--- src/rtl/bram_fifo_ctrl.sv ---
// FIFO controller wrapped around an external simple dual-port RAM with a
// one-cycle registered read, exposing valid/ready streams on both sides.
module bram_fifo_ctrl #(
    parameter int AW = 10,
    parameter int DW = 32
) (
    input  logic          clk,
    input  logic          rst_n,
    input  logic          s_valid,
    output logic          s_ready,
    input  logic [DW-1:0] s_data,
    output logic          m_valid,
    input  logic          m_ready,
    output logic [DW-1:0] m_data,
    output logic          mem_wen,
    output logic [AW-1:0] mem_waddr,
    output logic [DW-1:0] mem_wdata,
    output logic          mem_ren,
    output logic [AW-1:0] mem_raddr,
    input  logic [DW-1:0] mem_rdata,
    output logic [AW:0]   count,
    output logic          full,
    output logic          empty
);

    localparam logic [AW:0] DEPTH_L = {1'b1, {AW{1'b0}}};

    logic [AW-1:0] wptr;
    logic [AW-1:0] rptr;
    logic [AW:0]   ram_level;
    logic [AW:0]   count_q;
    logic [DW-1:0] obuf0;
    logic [DW-1:0] obuf1;
    logic [1:0]    obuf_cnt;
    logic          rd_pending;

    logic          push;
    logic          pop;
    logic          issue;
    logic [2:0]    out_occ;
    logic [1:0]    cnt_after_pop;
    logic [1:0]    obuf_cnt_nxt;
    logic [DW-1:0] obuf0_nxt;
    logic [DW-1:0] obuf1_nxt;

    // All externally visible handshakes are forced idle while reset is held.
    assign s_ready = rst_n && (count_q < DEPTH_L);
    assign push    = s_valid && s_ready;
    assign m_valid = rst_n && (obuf_cnt != 2'd0);
    assign pop     = m_valid && m_ready;
    assign m_data  = rst_n ? obuf0 : '0;

    // Prefetch only while the output buffer plus the read in flight stays below two.
    assign out_occ = {1'b0, obuf_cnt} + {2'b00, rd_pending} - {2'b00, pop};
    assign issue   = rst_n && (ram_level != '0) && (out_occ < 3'd2);

    assign mem_wen   = push;
    assign mem_waddr = wptr;
    assign mem_wdata = s_data;
    assign mem_ren   = issue;
    assign mem_raddr = rptr;

    assign count = rst_n ? count_q : '0;
    assign full  = rst_n && (count_q == DEPTH_L);
    assign empty = !rst_n || (count_q == '0);

    // obuf0 is always the oldest entry; a pop shifts, a read return fills the first free slot.
    always_comb begin
        obuf0_nxt     = obuf0;
        obuf1_nxt     = obuf1;
        cnt_after_pop = obuf_cnt;
        if (pop) begin
            obuf0_nxt     = obuf1;
            cnt_after_pop = obuf_cnt - 2'd1;
        end
        obuf_cnt_nxt = cnt_after_pop;
        if (rd_pending) begin
            if (cnt_after_pop == 2'd0) begin
                obuf0_nxt = mem_rdata;
            end else begin
                obuf1_nxt = mem_rdata;
            end
            obuf_cnt_nxt = cnt_after_pop + 2'd1;
        end
    end

    always_ff @(posedge clk) begin
        if (!rst_n) begin
            wptr       <= '0;
            rptr       <= '0;
            ram_level  <= '0;
            count_q    <= '0;
            obuf0      <= '0;
            obuf1      <= '0;
            obuf_cnt   <= 2'd0;
            rd_pending <= 1'b0;
        end else begin
            if (push) begin
                wptr <= wptr + 1'b1;
            end
            if (issue) begin
                rptr <= rptr + 1'b1;
            end
            ram_level  <= ram_level + {{AW{1'b0}}, push} - {{AW{1'b0}}, issue};
            count_q    <= count_q + {{AW{1'b0}}, push} - {{AW{1'b0}}, pop};
            obuf0      <= obuf0_nxt;
            obuf1      <= obuf1_nxt;
            obuf_cnt   <= obuf_cnt_nxt;
            rd_pending <= issue;
        end
    end

    // Every accepted word lives in exactly one place: RAM, the read in flight, or obuf.
    a_level_sum : assert property (@(posedge clk) disable iff (!rst_n)
        (ram_level + {{(AW-1){1'b0}}, obuf_cnt} + {{AW{1'b0}}, rd_pending}) == count_q);

    a_obuf_bound : assert property (@(posedge clk) disable iff (!rst_n)
        ({1'b0, obuf_cnt} + {2'b00, rd_pending}) <= 3'd2);

endmodule

--- config.mk ---
export PLATFORM = sky130hd
export DESIGN_NAME = bram_fifo_ctrl
export DESIGN_NICKNAME = d
export VERILOG_FILES = /design/src/rtl/bram_fifo_ctrl.sv
export SDC_FILE = /design/constraint.sdc
export NUM_CORES = 1
export LEC_CHECK = 0
export ABC_AREA = 1
export CAP_MARGIN = 0
export CORE_MARGIN = 5
export CORE_UTILIZATION = 49
export CTS_CLUSTER_DIAMETER = 100
export DETAILED_ROUTE_END_ITERATION = 16
export GPL_ROUTABILITY_DRIVEN = 0
export PLACE_DENSITY = 0.91
export SLEW_MARGIN = 20
export SYNTH_ARGS = -nofsm -noshare
export SYNTH_HDL_FRONTEND = slang
export SYNTH_SLANG_ARGS = --single-unit
export TNS_END_PERCENT = 30
--- constraint.sdc ---
create_clock -name clk -period 4.5 [get_ports clk]
set_input_delay 0.45 -clock clk [delete_from_list [all_inputs] [get_ports clk]]
set_output_delay 0.45 -clock clk [all_outputs]
set_load 0.01 [all_outputs]
==> metrics.csv <==
metric,value,unit
portBuffers,104,
netlist_area,6250,µm²
dr.pass1.iters,4,
grt_max_degree,105,
remaining_drc_errors,0,
numPlacedInstances,1159,
areaGrowthSynthToFinish,19.3,%
drtIter0Drc,383,
ys_types,29,
initial_core_util,0.497,
cts_sinks,109,
timing_hold_violations_final,0,
p_per_area,629,nW/µm²
wirelength,14600,µm
synth_most_common_cell,nand2_1,
synth_compound_area_frac,0.116,
rsz0062_at_grt,no,
ys.flop_type,dfxtp_1,
p_leak,3.80,nW
drive_gt1_frac,0.0369,
path_buf_inv,7,
r2r_cells,27,
die_x,123,µm
grt.overflow.total,0,
ios,169,
cp_slowest_cell,fa_1,
synth_common_cells,"227 x nand2_1, 158 x inv_1, 139 x nor2_1",
fmax,256,MHz
grt_pass1_wl,24200,µm
grt_use_total,0.197,
r2r_end,ram_level[10]$_SDFF_PN0_,
finalCriticalPeriod,3.90,ns
fin_util,0.593,
avgViaCountPerCell,4.99,
slew_viol_final,0,
dp_hpwl,10200,µm
holdCritPathClass,in2reg,
crit_type,reg2reg,
min_period_over_period,0.867,
rrSetupSlack,0.60,ns
vias,5858,
muxShareOfSynthArea,0,
worst-path-max-fanout,7,
seq_area_frac_synth,0.349,
synth_fp_nets,1047,
worst-path-stages,27,
setup_violations,0,
min-delay-start,rst_n,
holdPathEnd,ram_level[1]$_SDFF_PN0_,
clock_skew,0.00900,ns
placed_cell_area,7140,µm²
relSlewSlack,0.376,
ir_drop,0.393,mV
core_area,12600,µm²
synth_seq_cells,109,
fin_cells,1175,
status,"complete, no violations",
synth_top_family_by_area,simple AND/OR/NAND/NOR gates,
ys_async_sr_fraction,0,
synthAdderAreaFrac,0.0757,
nets,1102,
grt_antenna_before_repair,0,
core.rowCount,41,
antenna_left,0,
yosys-top-cells-area,"dfxtp_1 35%, nand2_1 14%, inv_1 9.5%",
post_cts.repair.setup_buffers,0,
cts_buffer_depth,2,
worst_pin_slew,0.937,ns
synth_top_area_share,0.349,
yosys.area.top_type,dfxtp_1,
synth_edf_count,0,
wl_per_cell,12.4,µm
cts_tree,done,
cp-end-kind,flip-flop,
synth_simple_gate_area_share,0.281,
min_path_cells,3,
max_cap_viol_count,0,
h-tree-depth,3,
cts_buffers,9,
die_y,123,µm
clockRootBuffer,clkbuf_16,
critical_path.reg2reg.startpoint,obuf_cnt[0]$_SDFF_PN0_,
die-area,15100,µm²
setup_tns,0,ns
avgSynthCellArea,6.62,µm²
syn_inst,943,
worst_setup_path_start_kind,flip-flop,
hold_buffers,0,
worstPathArrival,4.20,ns
clock_latency,0.36,ns
critPathMostFrequentCell,inv_1,
grt_pass1_vias,5560,
post_synth_xor_area_fraction,0.0112,
cts_resized,0,
diodes,0,
fin_area,7450,µm²
critPathMaxStageDelay,0.48,ns
yosysWarnings,0,
required,4.80,ns
clkTransAtPathRegs,0.07,ns
crit_family,adder cells,
## per-stage QoR
step | total power [mW] | hold slack [ns] | setup slack [ns]
2_1_floorplan | 3.19 | 0.464 | 0.687
3_3_place_gp | 3.74 | 0.480 | 0.674
3_5_place_dp | 3.83 | 0.491 | 0.515
4_1_cts | 4.70 | 0.411 | 0.605
5_1_grt | 5.13 | 0.426 | 0.160
6_report | 4.69 | 0.425 | 0.598
## power breakdown
group,switching [mW],total [mW],internal [mW]
registers,0.209,1.50,1.29
clock network,0.388,0.833,0.444
logic,1.42,2.36,0.940
## tightest hold or removal path, cell delays in order
cell and delay [ns]:
buf_4 0.12, inv_4 0.09, nor2_1 0.08
## worst max-delay path by stage
stage	startpoint	end	slack, ns
after CTS	obuf_cnt[0]$_SDFF_PN0_	ram_level[10]$_SDFF_PN0_	0.60
after detailed placement	m_ready	ram_level[10]$_SDFF_PN0_	0.52
after floorplan	obuf_cnt[1]$_SDFF_PN0_	ram_level[10]$_SDFF_PN0_	0.69
after global placement	m_ready	ram_level[10]$_SDFF_PN0_	0.67
final	obuf_cnt[0]$_SDFF_PN0_	ram_level[10]$_SDFF_PN0_	0.60
after global routing	obuf_cnt[1]$_SDFF_PN0_	ram_level[10]$_SDFF_PN0_	0.16
## layout make-up
cell class,count,area [µm²]
flip-flops and latches,109,2180
inverters,161,607
well taps,172,215
multi-input cells,603,3020
clock buffers,9,225
repair buffers,114,1110
clock inverters,7,90.1
fillers,1124,5110
## cell families after synthesis
| kind of cell | after synthesis |
|---|---|
| AOI/OAI and AO/OA | 126 |
| DFF | 109 |
| buffers and inverters | 231 |
| adders and majority gates | 36 |
| and+or+nand+nor | 433 |
| xor gates and xnor gates | 8 |
## state kept, by name (all words and copies together), names as in the netlist
signal,cells
obuf0,32
mem_waddr,10
ram_level,11
mem_raddr,10
count_q,11
rd_pending,1
obuf1,32
obuf_cnt,2
## per-layer routing
layer,vias to the layer above,track usage,wire length [µm]
met5,-,0,0
met4,0,0.0826,367
met3,34,0.0586,1050
met2,208,0.318,6680
met1,2629,0.246,6480
li1,2987,-,-
## layout by cell type, fill, tap and decap left out, drive strengths merged
master,synthesis,final
nand2,228,228
inv,161,164
nor2,143,143
dfxtp,109,109
clkdlybuf4s50,0,103
o21ai,56,56
nand3,52,52
a21oi,33,33
ha,33,33
o211ai,32,32
buf,47,11
clkbuf,23,9
xor2,7,7
nand4,6,6
nor3,4,4
o21bai,4,4
fa,3,3
clkinvlp,0,2
a31oi,1,1
xnor2,1,1
bufinv,0,1
clkinv,0,1
Power figures use the tool's default switching activity.
